<file path="src/rtl/fir_channel_scheduler.sv">
// fir_channel_scheduler: shares one streaming FIR kernel between NCH channel streams using
// round-robin burst grants, routes kernel results back to the granted channel, and flags stalls.
module fir_channel_scheduler #(
    parameter int  NCH     = 4,
    parameter int  DW      = 16,
    parameter int  BURST   = 8,
    parameter int  TIMEOUT = 1024,
    localparam int CW      = (NCH > 1) ? $clog2(NCH) : 1
) (
    input  logic              ap_clk,
    input  logic              ap_rst_n,
    input  logic [NCH*DW-1:0] s_axis_tdata,
    input  logic [NCH-1:0]    s_axis_tvalid,
    output logic [NCH-1:0]    s_axis_tready,
    output logic [DW-1:0]     k_in_tdata,
    output logic              k_in_tvalid,
    input  logic              k_in_tready,
    input  logic [DW-1:0]     k_out_tdata,
    input  logic              k_out_tvalid,
    output logic              k_out_tready,
    output logic [NCH*DW-1:0] m_axis_tdata,
    output logic [NCH-1:0]    m_axis_tvalid,
    input  logic [NCH-1:0]    m_axis_tready,
    output logic [CW-1:0]     cur_chan,
    output logic              busy,
    output logic              stall_flag
);
    localparam int CNTW = $clog2(BURST + 1);
    localparam int WDW  = $clog2(TIMEOUT + 1);

    localparam logic [CNTW-1:0] CNT_ONE  = CNTW'(1);
    localparam logic [CNTW-1:0] BURST_C  = CNTW'(BURST);
    localparam logic [CNTW-1:0] BURST_M1 = CNTW'(BURST - 1);
    localparam logic [WDW-1:0]  WD_ONE   = WDW'(1);
    localparam logic [WDW-1:0]  WD_MAX   = WDW'(TIMEOUT);
    localparam logic [WDW-1:0]  WD_TRIP  = WDW'(TIMEOUT - 1);
    localparam logic [CW-1:0]   LAST_CH  = CW'(NCH - 1);
    localparam logic [CW:0]     NCH_W    = (CW + 1)'(NCH);

    typedef enum logic [1:0] {
        IDLE  = 2'd0,
        SEND  = 2'd1,
        DRAIN = 2'd2
    } state_t;

    state_t          state_r;
    state_t          state_nxt_s;
    logic [CNTW-1:0] sent_r;
    logic [CNTW-1:0] rcvd_r;
    logic [CW-1:0]   last_grant_r;
    logic [CW-1:0]   cur_chan_r;
    logic [WDW-1:0]  wdog_r;
    logic            stall_flag_r;

    logic            grant_hit_s;
    logic [CW-1:0]   grant_idx_s;
    logic [CW:0]     cand_sum_s;
    logic [CW-1:0]   cand_idx_s;
    logic            in_hs_s;
    logic            out_hs_s;
    logic            drain_done_s;

    assign in_hs_s      = k_in_tvalid & k_in_tready;
    assign out_hs_s     = k_out_tvalid & k_out_tready;
    assign drain_done_s = (rcvd_r == BURST_C) | (out_hs_s & (rcvd_r == BURST_M1));

    assign k_in_tdata    = s_axis_tdata[cur_chan_r*DW +: DW];
    assign m_axis_tdata  = {NCH{k_out_tdata}};
    assign cur_chan      = cur_chan_r;
    assign busy          = (state_r != IDLE);
    assign stall_flag    = stall_flag_r;

    // Round-robin search from last_grant+1; walking backwards lets the nearest hit win.
    always_comb begin
        grant_hit_s = 1'b0;
        grant_idx_s = '0;
        cand_sum_s  = '0;
        cand_idx_s  = '0;
        for (int k = NCH; k >= 1; k--) begin
            cand_sum_s  = {1'b0, last_grant_r} + (CW + 1)'(k);
            cand_sum_s  = (cand_sum_s >= NCH_W) ? (cand_sum_s - NCH_W) : cand_sum_s;
            cand_idx_s  = cand_sum_s[CW-1:0];
            grant_idx_s = s_axis_tvalid[cand_idx_s] ? cand_idx_s : grant_idx_s;
            grant_hit_s = grant_hit_s | s_axis_tvalid[cand_idx_s];
        end
    end

    // State register.
    always_ff @(posedge ap_clk) begin
        if (!ap_rst_n) begin
            state_r <= IDLE;
        end else begin
            state_r <= state_nxt_s;
        end
    end

    // Next-state decode: a grant is held until the whole burst has gone out and come back.
    always_comb begin
        state_nxt_s = state_r;
        case (state_r)
            IDLE: begin
                if (grant_hit_s) state_nxt_s = SEND;
                else             state_nxt_s = IDLE;
            end
            SEND: begin
                if (in_hs_s && (sent_r == BURST_M1)) state_nxt_s = DRAIN;
                else                                 state_nxt_s = SEND;
            end
            DRAIN: begin
                if (drain_done_s) state_nxt_s = IDLE;
                else              state_nxt_s = DRAIN;
            end
            default: state_nxt_s = IDLE;
        endcase
    end

    // Handshake steering: only the granted lane sees the kernel, everything is idle otherwise.
    always_comb begin
        s_axis_tready = '0;
        m_axis_tvalid = '0;
        k_in_tvalid   = 1'b0;
        k_out_tready  = 1'b0;
        case (state_r)
            SEND: begin
                k_in_tvalid               = s_axis_tvalid[cur_chan_r];
                s_axis_tready[cur_chan_r] = k_in_tready;
                m_axis_tvalid[cur_chan_r] = k_out_tvalid;
                k_out_tready              = m_axis_tready[cur_chan_r];
            end
            DRAIN: begin
                m_axis_tvalid[cur_chan_r] = k_out_tvalid;
                k_out_tready              = m_axis_tready[cur_chan_r];
            end
            default: begin
                k_in_tvalid  = 1'b0;
                k_out_tready = 1'b0;
            end
        endcase
    end

    // Grant bookkeeping and saturating burst counters.
    always_ff @(posedge ap_clk) begin
        if (!ap_rst_n) begin
            sent_r       <= '0;
            rcvd_r       <= '0;
            last_grant_r <= LAST_CH;
            cur_chan_r   <= '0;
        end else begin
            case (state_r)
                IDLE: begin
                    sent_r <= '0;
                    rcvd_r <= '0;
                    if (grant_hit_s) begin
                        cur_chan_r   <= grant_idx_s;
                        last_grant_r <= grant_idx_s;
                    end
                end
                SEND: begin
                    if (in_hs_s && (sent_r == BURST_M1)) sent_r <= '0;
                    else if (in_hs_s && (sent_r != BURST_C)) sent_r <= sent_r + CNT_ONE;
                    if (out_hs_s && (rcvd_r != BURST_C)) rcvd_r <= rcvd_r + CNT_ONE;
                end
                DRAIN: begin
                    if (drain_done_s) rcvd_r <= '0;
                    else if (out_hs_s) rcvd_r <= rcvd_r + CNT_ONE;
                end
                default: begin
                    sent_r <= '0;
                    rcvd_r <= '0;
                end
            endcase
        end
    end

    // Stall watchdog: counts consecutive granted cycles without any kernel handshake.
    always_ff @(posedge ap_clk) begin
        if (!ap_rst_n) begin
            wdog_r       <= '0;
            stall_flag_r <= 1'b0;
        end else if ((state_r == IDLE) || in_hs_s || out_hs_s) begin
            wdog_r <= '0;
        end else begin
            if (wdog_r == WD_TRIP) stall_flag_r <= 1'b1;
            if (wdog_r != WD_MAX)  wdog_r <= wdog_r + WD_ONE;
        end
    end

endmodule
</file>
<file path="config.mk">
export PLATFORM = sky130hd
export DESIGN_NAME = fir_channel_scheduler
export DESIGN_NICKNAME = d
export VERILOG_FILES = /design/src/rtl/fir_channel_scheduler.sv
export SDC_FILE = /design/constraint.sdc
export NUM_CORES = 1
export LEC_CHECK = 0
export CORE_ASPECT_RATIO = 0.75
export CORE_MARGIN = 3
export CORE_UTILIZATION = 25
export CTS_BUF_LIST = sky130_fd_sc_hd__clkbuf_2
export DETAILED_ROUTE_END_ITERATION = 6
export PLACE_DENSITY = 0.74
export RECOVER_POWER = 25
export SKIP_LAST_GASP = 1
export SYNTH_ARGS = -nofsm -noshare
export SYNTH_HDL_FRONTEND = slang
export SYNTH_SLANG_ARGS = --single-unit
</file>
<file path="constraint.sdc">
create_clock -name ap_clk -period 1.9 [get_ports ap_clk]
set_input_delay 0.19 -clock ap_clk [delete_from_list [all_inputs] [get_ports ap_clk]]
set_output_delay 0.19 -clock ap_clk [all_outputs]
set_load 0.1 [all_outputs]
</file>
==> out/qor.txt, run 1 <==
status -> finished with violations
failing checks -> setup timing
Cell Rows -> 31
Fillers -> 930
Psw -> 994 µW
initial antenna violation count -> 0
actual slew at the worst max-slew pin -> 0.404 ns
Final Total Pwr -> 2.35 mW
clock sink total -> 26
largest family of logic cells by synthesized area -> buffers and inverters
first-pass GRT wire length -> 11.6 mm
HP Class -> in -> out
clock buffer count from CTS -> 3
Worst setup startpoint -> cur_chan[0]
Clock Tree Buf Depth -> 2
IO buf count -> 105
HPWL Detailed -> 6.21 mm
Fin Clk Skew -> 0.00408 ns
post-synth cell types -> 52
syn nets -> 384
CP Cell Sequence -> mux2i_1 > or2b_1 > and3_2 > buf_12
Main synth FF type -> dfxtp_1
Peak VDD IR -> 0.000218 V
layout net count -> 444
largest cells by area after synthesis -> dfxtp_1 20%, buf_4 19%, mux4_2 15%
CTS Hold Buffers Added -> 0
Worst Setup Start Kind -> flop
non-filler cells, final -> 473
Synth Area in Compound Gates -> 12.6%
DRC viols -> 0
Final Slew Violations -> 0
share of layout cells above drive strength 1 -> 30.5%
Int Pwr -> 1.36 mW
Critical path destination -> k_out_tready
YS warnings -> 0
vias in the first global route -> 2327
1st-iter DRT viols -> 133
clock latency on the worst-skew pair -> 0.36 ns
top cell type's share of synthesized area -> 20.4%
Worst-path clk slew -> 0.25 ns
leak pwr -> 1.40 nW
RSZ-0062 raised after global routing -> yes
Wirelength per Cell -> 15.9 µm
Die Y -> 93.5 µm
RR Startpoint -> state_r[0]
Clock power frac -> 15.1%
largest area contributor in the netlist -> dfxtp_1
Achievable Freq -> 511 MHz
multiplexer area fraction after synthesis -> 17.4%
vias -> 2232
Adder-Cell Fraction of Synth Area -> 4.90%
Simple-Gate Fraction of Synth Area -> 17.7%
Worst Path Required -> 1.71 ns
Async S/R FF share, synth -> 0%
H-tree depth -> 1
CP Max Fanout -> 5
Post-Syn Area per Cell -> 9.05 µm²
Slew HR -> 73.0%
sequential share of the synthesized area -> 20.4%
placed cells -> 462
Initial Util -> 26.0%
die width -> 123 µm
gr ovfl total -> 0
Worst EP arrival -> 1.77 ns
area delta synth->final -> 52.6%
GPL Wtd Cong -> 0.839
combinational power share -> 59.5%
maxcap violations -> 0
CP Capture Type -> output port
final setup margin -> -0.0555 ns
Crit-path slowest cell -> dfxtp_4
Antenna Nets Post-Route -> 0
Worst Hold Slack -> 0.380 ns
Sw Ratio -> 42.3%
Via density -> 4.72
FF+latch count, synth -> 26
Final Setup Violations -> 12
IO Pins -> 186
stages on the worst setup path -> 4
wirelength, routed -> 7.51 mm
Pwr Density -> 603 nW/µm²
synthesized instance count -> 282
Post-synth EDFFs -> 0
max incr delay on CP -> 0.47 ns
Netlist Area Pre-Place -> 2550 µm²
clk root buf -> clkbuf_2
1st-pass router iterations -> 4
die area -> 11500 µm²
register share of total power -> 25.3%
Worst Setup Path Type -> reg -> out
Register-to-Register Path Depth -> 7
delay-heaviest family, CP -> simple AND/OR/NAND/NOR gates
largest net degree at the start of global routing -> 16
Final Hold Vio Count -> 0
CORE AREA -> 9810 µm²
reg2reg setup slack -> 0.08 ns
total track usage -> 12.6%
Buf/Inv on CP -> 1
ANT cells -> 0
CTS tree -> yes
Post-Synth XOR/XNOR Area -> 3.09%
Final period util -> 103%
post-place setup slack -> 0.0113 ns
reg2reg end -> rcvd_r[0]
min Tclk post-route -> 1.96 ns
[metal layers]
layer / track usage (%) / vias up / part of all wire (%)
li1: - / 1066 / -
met1: 13.1 / 1050 / 37
met2: 24.5 / 108 / 52
met3: 4.05 / 8 / 9.8
met4: 2.52 / 0 / 1.0
met5: 0 / - / 0
[cell families after synthesis]
family                   count (synthesis)
AO/OA/AOI/OAI                           42
XOR/XNOR                                 9
adder cells (fa/ha/maj)                 10
buffers and inverters                   90
flip-flops                              26
multiplexers                            23
AND/OR/NAND/NOR                         82
[cell usage in the layout, fill, tap and decap left out, drive strengths merged, types with 8 or more instances in the layout]
cell type	instances
a21oi	13
clkdlybuf4s50	75
ha	10
nand2	14
mux4	17
buf	54
dfxtp	26
nor2	21
inv	16
nand3	9
nor3	8
[synth_stat cells, types with 3 or more instances]
cell type,number
nand3_1,9
xnor2_1,6
a211o_1,4
and3_1,4
xor2_1,3
nand3b_1,5
a211oi_1,4
buf_4,64
nor3_1,6
nor2b_1,4
dfxtp_1,26
nor2_1,21
buf_2,6
inv_1,16
buf_6,3
a21oi_1,13
mux4_2,17
nand2_1,14
mux2i_1,5
ha_1,10
[repair_timing]
action                                  4_1_cts  5_1_grt
pin swaps                                     0        2
setup buffers                                 7        0
endpoints found under the setup margin       26       36
resized for setup                            11       13
[registers in the layout, summed over array words and instances (netlist names)]
| register | flops |
|---|---|
| last_grant_r | 2 |
| sent_r | 4 |
| rcvd_r | 4 |
| stall_flag | 1 |
| wdog_r | 11 |
| state_r | 2 |
| cur_chan | 2 |
[area by class of cell]
type | count | area, µm² | area share (%)
tap | 132 | 165 | 4.24
clock inverter | 1 | 30.0 | 0.771
multi-input combinational | 166 | 1530 | 39.2
sequential | 26 | 534 | 13.7
timing repair buffer | 129 | 1560 | 40.1
inverter | 16 | 60.1 | 1.54
clock buffer | 3 | 15.0 | 0.385
[worst min-delay path by stage]
stage | startpoint | to | cells past startpoint
detailed placement | k_out_tdata[11] | m_axis_tdata[27] | 0
global route | k_out_tdata[2] | m_axis_tdata[2] | 0
finish | k_out_tdata[2] | m_axis_tdata[2] | 0
CTS | k_out_tdata[11] | m_axis_tdata[27] | 0
global placement | k_out_tdata[11] | m_axis_tdata[27] | 0
floorplan | ap_rst_n | last_grant_r[0] | 1
[stage by stage]
step                      instance area [µm²]  TNS [ns]  utilization [%]
after floorplan                          2610   -0.0737                -
after global placement                   3700         0             37.7
after detailed placement                 3700         0             37.7
after CTS                                3840    -0.342             39.1
after global routing                     3900     -1.58             39.7
final                                    3900    -0.175             39.7
[power groups by stage]
| stage | Clock (mW) | Sequential, mW | Combinational [mW] |
|---|---|---|---|
| 2_1_floorplan | 0 | 0.619 | 1.41 |
| 3_3_place_gp | 0 | 0.602 | 1.33 |
| 3_5_place_dp | 0 | 0.605 | 1.35 |
| 4_1_cts | 0.360 | 0.594 | 1.39 |
| 5_1_grt | 0.383 | 0.600 | 1.45 |
| 6_report | 0.356 | 0.596 | 1.40 |
Power figures use the tool's default switching activity.
==> run 2: changes to the inputs <==
--- a/config.mk
+++ b/config.mk
@@ -13,6 +13,7 @@
 export PLACE_DENSITY = 0.74
 export RECOVER_POWER = 25
 export SKIP_LAST_GASP = 1
+export SLEW_MARGIN = 40
 export SYNTH_ARGS = -nofsm -noshare
 export SYNTH_HDL_FRONTEND = slang
 export SYNTH_SLANG_ARGS = --single-unit
==> results of run 2 <==
The final DEF is identical to that of run 1; final timing and power are the same.
